### src/rtl/fcvt_pre.sv
// Integer-to-float pre-normalization: two-stage pipeline producing sign,
// left-normalized magnitude and biased exponent for fcvt.s.w / fcvt.s.wu.
module fcvt_pre #(
    parameter int TAG_W = 5
) (
    input  logic             clk,
    input  logic             rst,
    input  logic             flush,
    input  logic             in_valid,
    output logic             in_ready,
    input  logic [31:0]      in_x,
    input  logic             in_signed,
    input  logic [TAG_W-1:0] in_tag,
    output logic             out_valid,
    input  logic             out_ready,
    output logic             out_sign,
    output logic [7:0]       out_exp,
    output logic [31:0]      out_norm,
    output logic             out_zero,
    output logic [TAG_W-1:0] out_tag
);

    // Handshake: a transfer happens on any edge where valid & ready are both 1;
    // valid never depends on ready, and data is held while valid & !ready.
    logic             v1, v2;
    logic             adv2, accept;

    logic             s1_sign;
    logic [31:0]      s1_mag;
    logic [TAG_W-1:0] s1_tag;

    logic             s2_sign;
    logic [7:0]       s2_exp;
    logic [31:0]      s2_norm;
    logic             s2_zero;
    logic [TAG_W-1:0] s2_tag;

    logic             in_sign;
    logic [31:0]      in_mag;
    logic [4:0]       lz;
    logic [31:0]      sh;
    logic             mag_zero;

    assign adv2     = v1 & (~v2 | out_ready);
    assign in_ready = ~flush & (~v1 | adv2);
    assign accept   = in_valid & in_ready;

    assign in_sign  = in_signed & in_x[31];
    assign in_mag   = in_sign ? (~in_x + 32'd1) : in_x;

    always_ff @(posedge clk) begin
        if (rst || flush) begin
            v1 <= 1'b0;
            v2 <= 1'b0;
        end else begin
            if (accept)
                v1 <= 1'b1;
            else if (adv2)
                v1 <= 1'b0;
            if (adv2)
                v2 <= 1'b1;
            else if (out_ready)
                v2 <= 1'b0;
        end
    end

    always_ff @(posedge clk) begin
        if (rst) begin
            s1_sign <= 1'b0;
            s1_mag  <= '0;
            s1_tag  <= '0;
        end else if (accept) begin
            s1_sign <= in_sign;
            s1_mag  <= in_mag;
            s1_tag  <= in_tag;
        end
    end

    // Five-level binary normalizer: each level tests the top half of what is
    // left and shifts, so the count bits fall out MSB first with no iteration.
    always_comb begin
        lz = '0;
        sh = s1_mag;
        if (sh[31:16] == 16'd0) begin
            lz[4] = 1'b1;
            sh    = {sh[15:0], 16'd0};
        end
        if (sh[31:24] == 8'd0) begin
            lz[3] = 1'b1;
            sh    = {sh[23:0], 8'd0};
        end
        if (sh[31:28] == 4'd0) begin
            lz[2] = 1'b1;
            sh    = {sh[27:0], 4'd0};
        end
        if (sh[31:30] == 2'd0) begin
            lz[1] = 1'b1;
            sh    = {sh[29:0], 2'd0};
        end
        if (sh[31] == 1'b0) begin
            lz[0] = 1'b1;
            sh    = {sh[30:0], 1'b0};
        end
    end

    assign mag_zero = (s1_mag == 32'd0);

    always_ff @(posedge clk) begin
        if (rst) begin
            s2_sign <= 1'b0;
            s2_exp  <= '0;
            s2_norm <= '0;
            s2_zero <= 1'b0;
            s2_tag  <= '0;
        end else if (adv2) begin
            s2_sign <= s1_sign & ~mag_zero;
            s2_exp  <= mag_zero ? 8'd0 : (8'd158 - {3'b000, lz});
            s2_norm <= mag_zero ? 32'd0 : sh;
            s2_zero <= mag_zero;
            s2_tag  <= s1_tag;
        end
    end

    assign out_valid = v2;
    assign out_sign  = s2_sign;
    assign out_exp   = s2_exp;
    assign out_norm  = s2_norm;
    assign out_zero  = s2_zero;
    assign out_tag   = s2_tag;

endmodule

### config.mk
export PLATFORM = sky130hd
export DESIGN_NAME = fcvt_pre
export DESIGN_NICKNAME = d
export VERILOG_FILES = /design/src/rtl/fcvt_pre.sv
export SDC_FILE = /design/constraint.sdc
export NUM_CORES = 1
export LEC_CHECK = 0
export ABC_AREA = 1
export ABC_CLOCK_PERIOD_IN_PS = 3100
export CAP_MARGIN = 20
export CORE_MARGIN = 2
export CORE_UTILIZATION = 54
export DETAILED_ROUTE_END_ITERATION = 10
export PLACE_DENSITY = 0.81
export SLEW_MARGIN = 0
export SYNTH_ARGS = -nofsm -noshare
export SYNTH_HDL_FRONTEND = slang
export SYNTH_SLANG_ARGS = --single-unit
### constraint.sdc
create_clock -name clk -period 3.1 [get_ports clk]
set_clock_uncertainty 0.2 [all_clocks]
set_input_delay 0.775 -clock clk [delete_from_list [all_inputs] [get_ports clk]]
set_output_delay 0.775 -clock clk [all_outputs]
set_load 0.02 [all_outputs]
# == Yosys cells after proc, flatten, opt, wreduce, memory -nomap -nowiden ==
# Cells that the tools add are included.
# word_totals
regBits,87
in_bits,43
out_inout_bits,49
word_cells,49
# op_classes
add_sub_neg,2
mux,17
bitwise_logic,12
reduce_logical,8
# ops
op,count
$mux W32,7
$add A32 B1 Y32 const B,1
$logic_not A32 Y1,1
$not A32 Y32,1
$logic_not A16 Y1,1
$mux W1,9
$logic_not A8 Y1,1
$mux W8,1
$sub A8 B5 Y8 const A,1
$and A1 B1 Y1,5
$logic_not A4 Y1,1
$not A1 Y1,4
$reduce_bool A2 Y1,2
$logic_not A2 Y1,1
$or A1 B1 Y1,2
$logic_or A1 B1 Y1,1

# == Depth between registers and ports, before layout ==
# logic_depth
depth_word,11
mapped_depth,23

# == Worst setup path before layout ==
# OpenSTA, ideal clock, no wires.
# synth_timing
path_kind,input-to-reg
from,in in_x[0]
to,reg s1_mag[28]
setup_ns,0.115
arrival_ns,2.548
required_time_ns,2.785
path_slack_ns,0.236
path_stages,14
path_buffers,0
path_cell_list,inv_1 -> ha_1 -> nand2_1 -> nor3_1 -> nand2_1 -> nor3_1 -> nand3_1 -> nor2_1 -> nand2_1 -> o21ai_0 -> o21ai_0 -> xor2_1 -> o21ai_0 -> inv_1
# synth_via
elab_chain_cells,3
# synth_rtl
element,line,source
from (decl),11,"input logic [31:0] in_x,"
$not A32 Y32,49,assign in_mag = in_sign ? (~in_x + 32'd1) : in_x;
$add A32 B1 Y32,49,
$mux W32,49,
to (signal assigned),74,s1_mag <= in_mag;
to (decl),29,logic [31:0] s1_mag;
# No other way between the ends.
# A chain may end at the register's enable or synchronous reset.

# == Worst setup path after layout ==
# layout_timing
from,reg s1_mag[23]
to,"reg s2_exp[0], in the netlist out_exp[0]"
# layout_via
elab_chain_cells,11
word_cells_on_any_way,12
# layout_rtl
element,line,source
$logic_not A16 Y1,84,if (sh[31:16] == 16'd0) begin
$mux W32,84,
$logic_not A8 Y1,88,if (sh[31:24] == 8'd0) begin
$mux W32,88,
$logic_not A4 Y1,92,if (sh[31:28] == 4'd0) begin
$mux W32,92,
$logic_not A2 Y1,96,if (sh[31:30] == 2'd0) begin
$mux W32,96,
$mux W1,100,if (sh[31] == 1'b0) begin
$sub A8 B5 Y8,117,"s2_exp <= mag_zero ? 8'd0 : (8'd158 - {3'b000, lz});"
$mux W8 *,117,
to (signal assigned),117,
to (decl),33,logic [7:0] s2_exp;
# Every way passes the cells marked *; elsewhere a longest branch is shown, timed or not.

==> out/summary.txt <==
DRT
-----------------------------------------------------------------------------------------
Initial DRT Pass Iterations ................................................            5
Average wire per standard cell .............................................      11.5 um
Drt via density ............................................................         5.01
Total detailed-routing wirelength ..........................................      14.1 mm
Iteration-0 DRC count of the detailed router ...............................          331
Drt drc ....................................................................            0
Residual antenna-violating net count after detailed routing ................            0
Via count ..................................................................        6,102

SYNTHESIS
-----------------------------------------------------------------------------------------
Post-synth design cell area ................................................    5620 um^2
Register bit total from synthesis ..........................................           87
Count of distinct cell types in the synthesized netlist ....................           35
List of most frequent post-synthesis cells ................................. sky130_fd_sc_hd__nand2_1, sky130_fd_sc_hd__inv_1, sky130_fd_sc_hd__dfxtp_1
Top_reg_cell synth ......................................................... sky130_fd_sc_hd__dfxtp_1
Top cell type by total area after synthesis ................................ sky130_fd_sc_hd__dfxtp_1
Most numerous cell in the Yosys netlist .................................... sky130_fd_sc_hd__nand2_1
Cell types occupying the most area after synthesis ......................... sky130_fd_sc_hd__dfxtp_1, sky130_fd_sc_hd__nand2_1, sky130_fd_sc_hd__inv_1
Post-synth EDFFs ...........................................................            0
Mapped Cells ...............................................................          966
Share of Yosys cell area claimed by the top area cell type .................        0.310
Count of warnings emitted by yosys .........................................            0
Average cell area after synthesis ..........................................    5.81 um^2
Post-synthesis net count ...................................................        1,010
Post-synthesis sequential area ratio .......................................        0.310
Proportion of register bits with asynchronous set or reset after synthesis .            0

TIMING
-----------------------------------------------------------------------------------------
Maximum clock rate .........................................................    0.345 GHz
Worst Tran Pin Value .......................................................     0.401 ns
Period utilization .........................................................        0.936
Smallest hold slack ........................................................     0.254 ns
Count of final setup violators .............................................            0
Unrepaired setup endpoints after global routing ............................         true
Slew HR ....................................................................        0.732
Fin. Hold Viols ............................................................            0
Minimum clock period .......................................................      2.90 ns
Count of final max-slew check failures .....................................            0

FINISH
-----------------------------------------------------------------------------------------
Ratio of cells with drive above 1 in the final layout ......................        0.106
Area added between synthesis and finish ....................................        29.7%
Post-layout net count ......................................................        1,123
Final-layout fill cell count ...............................................          947
Post-layout instance area ..................................................    7280 um^2
Util after Layout ..........................................................        0.712
Final Instance Count excl. Fillers .........................................        1,219
Diodes inserted ............................................................            0

WORST SETUP PATH
-----------------------------------------------------------------------------------------
CP Data Required Time ......................................................      3.19 ns
Sort of element at the end of the critical path ............................         flop
Critical path class ........................................................ flop to flop
End of the worst register-to-register path .................................   out_exp[0]
Arrival time of data at the critical path endpoint .........................      3.00 ns
Maximum fanout along the worst path ........................................            7
Last element of the critical path ..........................................   out_exp[0]
Startpoint of the worst-slack reg-to-reg timing path .......................   s1_mag[23]
Nature of the critical path startpoint .....................................         flop
Length in cells of the worst reg-to-reg path ...............................           21
Worst setup startpoint .....................................................   s1_mag[23]
Reg-to-reg setup timing slack ..............................................      0.20 ns

CLOCK TREE
-----------------------------------------------------------------------------------------
Maximum clock path buffer count ............................................            2
Total number of clock tree sinks ...........................................           87
Insertion delay to the later sink of the worst-skew pair ...................      0.35 ns
Clk Tree Root Cell ......................................................... sky130_fd_sc_hd__clkbuf_8
TritonCTS clock tree .......................................................          yes
Reg clk slew, reported paths ...............................................      0.08 ns
Hold_buf cts ...............................................................            0
H-tree levels ..............................................................            3
Num CTS Buffers ............................................................            9

PLACEMENT
-----------------------------------------------------------------------------------------
HPWL after detailed placement ..............................................      10.3 mm
Number of buffers inserted by port buffering ...............................           91
Placed cell areas ..........................................................    6870 um^2
GPL Wtd Cong ...............................................................        0.932
Placed cells ...............................................................        1,191

FLOORPLANNING
-----------------------------------------------------------------------------------------
Std-Cell Rows ..............................................................           37
Height of the die ..........................................................       106 um
Initial Util ...............................................................        0.549
X dimension of the die .....................................................       106 um
Area inside the core boundary ..............................................  10,200 um^2
Die Footprint ..............................................................  11,200 um^2
I/O pin count ..............................................................           92

JOB
-----------------------------------------------------------------------------------------
Max capacitance violation total ............................................            0

PWR
-----------------------------------------------------------------------------------------
Largest voltage drop on the vdd net ........................................     0.241 mV
Static power due to leakage ................................................      3.51 nW
Overall power of the completed layout ......................................      3.28 mW
Pwr per Cell Area ..........................................................  450 nW/um^2

MIN PATH
-----------------------------------------------------------------------------------------
Class of the tightest hold or removal check ................................ flop to flop

GLOBAL ROUTE
-----------------------------------------------------------------------------------------
Maximum number of pins on one net before global-route repair ...............           38
Antenna violations before repair ...........................................            0
Tot GR Track Use ...........................................................        0.253
GRT Residual Overflow ......................................................            0
Vias in the first global route .............................................        5,295
Global-route wire length before repair .....................................      23.6 mm

RUN STATUS
-----------------------------------------------------------------------------------------
Outcome ....................................................................    completed

[worst min path at each step]
stage	startpoint	cells past startpoint	endpoint
6_report	s1_tag[2]	2	s1_tag[2]
5_1_grt	s1_tag[2]	2	s1_tag[2]
4_1_cts	s1_tag[3]	2	s1_tag[3]
3_5_place_dp	s1_tag[3]	2	s1_tag[3]
3_3_place_gp	s1_tag[2]	2	s1_tag[2]
2_1_floorplan	s1_tag[0]	2	out_tag[0]
[report_power, final]
part / internal, mW / switching (mW) / total, mW / leakage [nW]
clock: 0.308 / 0.395 / 0.703 / 0.0785
sequential: 1.18 / 0.0422 / 1.23 / 0.710
combinational: 0.512 / 0.837 / 1.35 / 2.72
total: 2.00 / 1.27 / 3.28 / 3.51
[metrics by stage]
stage,setup TNS (ns),setup slack (ns)
detailed placement,-2.42,-0.352
CTS,0,0.0267
finish,0,0.199
global route,-0.0973,-0.0304
floorplan,0,0.236
global placement,-1.59,-0.259
[placed cells by master (no fill, tap or decap), types with 7 or more instances in the layout]
cell / count
sky130_fd_sc_hd__nand2_1: 387
sky130_fd_sc_hd__inv_1: 106
sky130_fd_sc_hd__clkdlybuf4s50_1: 90
sky130_fd_sc_hd__dfxtp_1: 87
sky130_fd_sc_hd__nor2_1: 69
sky130_fd_sc_hd__o21ai_0: 54
sky130_fd_sc_hd__nand3_1: 53
sky130_fd_sc_hd__a21oi_1: 51
sky130_fd_sc_hd__buf_4: 43
sky130_fd_sc_hd__xor2_1: 15
sky130_fd_sc_hd__nor2_2: 11
sky130_fd_sc_hd__clkbuf_8: 10
sky130_fd_sc_hd__nand2_2: 9
sky130_fd_sc_hd__nor2_4: 8
sky130_fd_sc_hd__nor3_1: 8
sky130_fd_sc_hd__o21ai_1: 7
sky130_fd_sc_hd__o221ai_1: 7
sky130_fd_sc_hd__xnor2_1: 7
sky130_fd_sc_hd__buf_12: 7
[layout make-up]
type	instances	area (um^2)	area share
Clock inverter	3	20.0	0.00275
Multi-Input combinational cell	724	3360	0.461
Inverter	113	435	0.0598
Timing Repair inverter	1	7.51	0.00103
Tap cell	136	170	0.0234
Timing Repair Buffer	143	1410	0.193
Sequential cell	87	1740	0.239
Clock buffer	12	145	0.0199
[state kept, by name, indices dropped and copies added (netlist names)]
signal	flops
out_norm	32
s1_mag	32
out_exp	8
out_tag	5
s1_tag	5
out_sign	1
out_valid	1
out_zero	1
s1_sign	1
v1	1
[critical path, stage by stage, from the launching register on]
cell and delay (ns):
sky130_fd_sc_hd__dfxtp_1 0.36, sky130_fd_sc_hd__nor2_2 0.13, sky130_fd_sc_hd__nand2_2 0.09, sky130_fd_sc_hd__nor2_4 0.22
sky130_fd_sc_hd__nand2_4 0.12, sky130_fd_sc_hd__nand2_1 0.08, sky130_fd_sc_hd__nand2_1 0.07, sky130_fd_sc_hd__nand2_1 0.11
sky130_fd_sc_hd__nor2_4 0.07, sky130_fd_sc_hd__nand3_1 0.07, sky130_fd_sc_hd__nand2_1 0.10, sky130_fd_sc_hd__nor2_4 0.18
sky130_fd_sc_hd__nand3_1 0.10, sky130_fd_sc_hd__nand2_2 0.09, sky130_fd_sc_hd__inv_2 0.05, sky130_fd_sc_hd__nand2_2 0.10
sky130_fd_sc_hd__nand2_4 0.10, sky130_fd_sc_hd__nor2_4 0.12, sky130_fd_sc_hd__clkbuf_4 0.21, sky130_fd_sc_hd__buf_4 0.12
sky130_fd_sc_hd__inv_2 0.02, sky130_fd_sc_hd__a21oi_1 0.09
[metal layers]
metal  wire length, um  track usage
met5                 0            0
met4               301       0.0865
met3               528       0.0294
met2              6810        0.431
met1              6420        0.332
[cell families (layout without fill, tap and decap cells)]
| logic type | count (synthesis) | count (layout) | share of synthesized area |
|---|---|---|---|
| AO/OA/AOI/OAI | 135 | 135 | 0.132 |
| XOR/XNOR | 22 | 22 | 0.0343 |
| adder cells (fa/ha/maj) | 1 | 1 | 0.00223 |
| buffers and inverters | 159 | 272 | 0.113 |
| flip-flops | 87 | 87 | 0.310 |
| AND/OR/NAND/NOR | 562 | 566 | 0.409 |
[repair_timing]
item,4_1_cts,5_1_grt
endpoints found under the hold margin,0,0
gates resized for setup,2,41
setup endpoints to repair,3,44
buffers inserted,0,7
cloned,1,5
pin swaps,1,8
(Power assumes the default switching activity.)
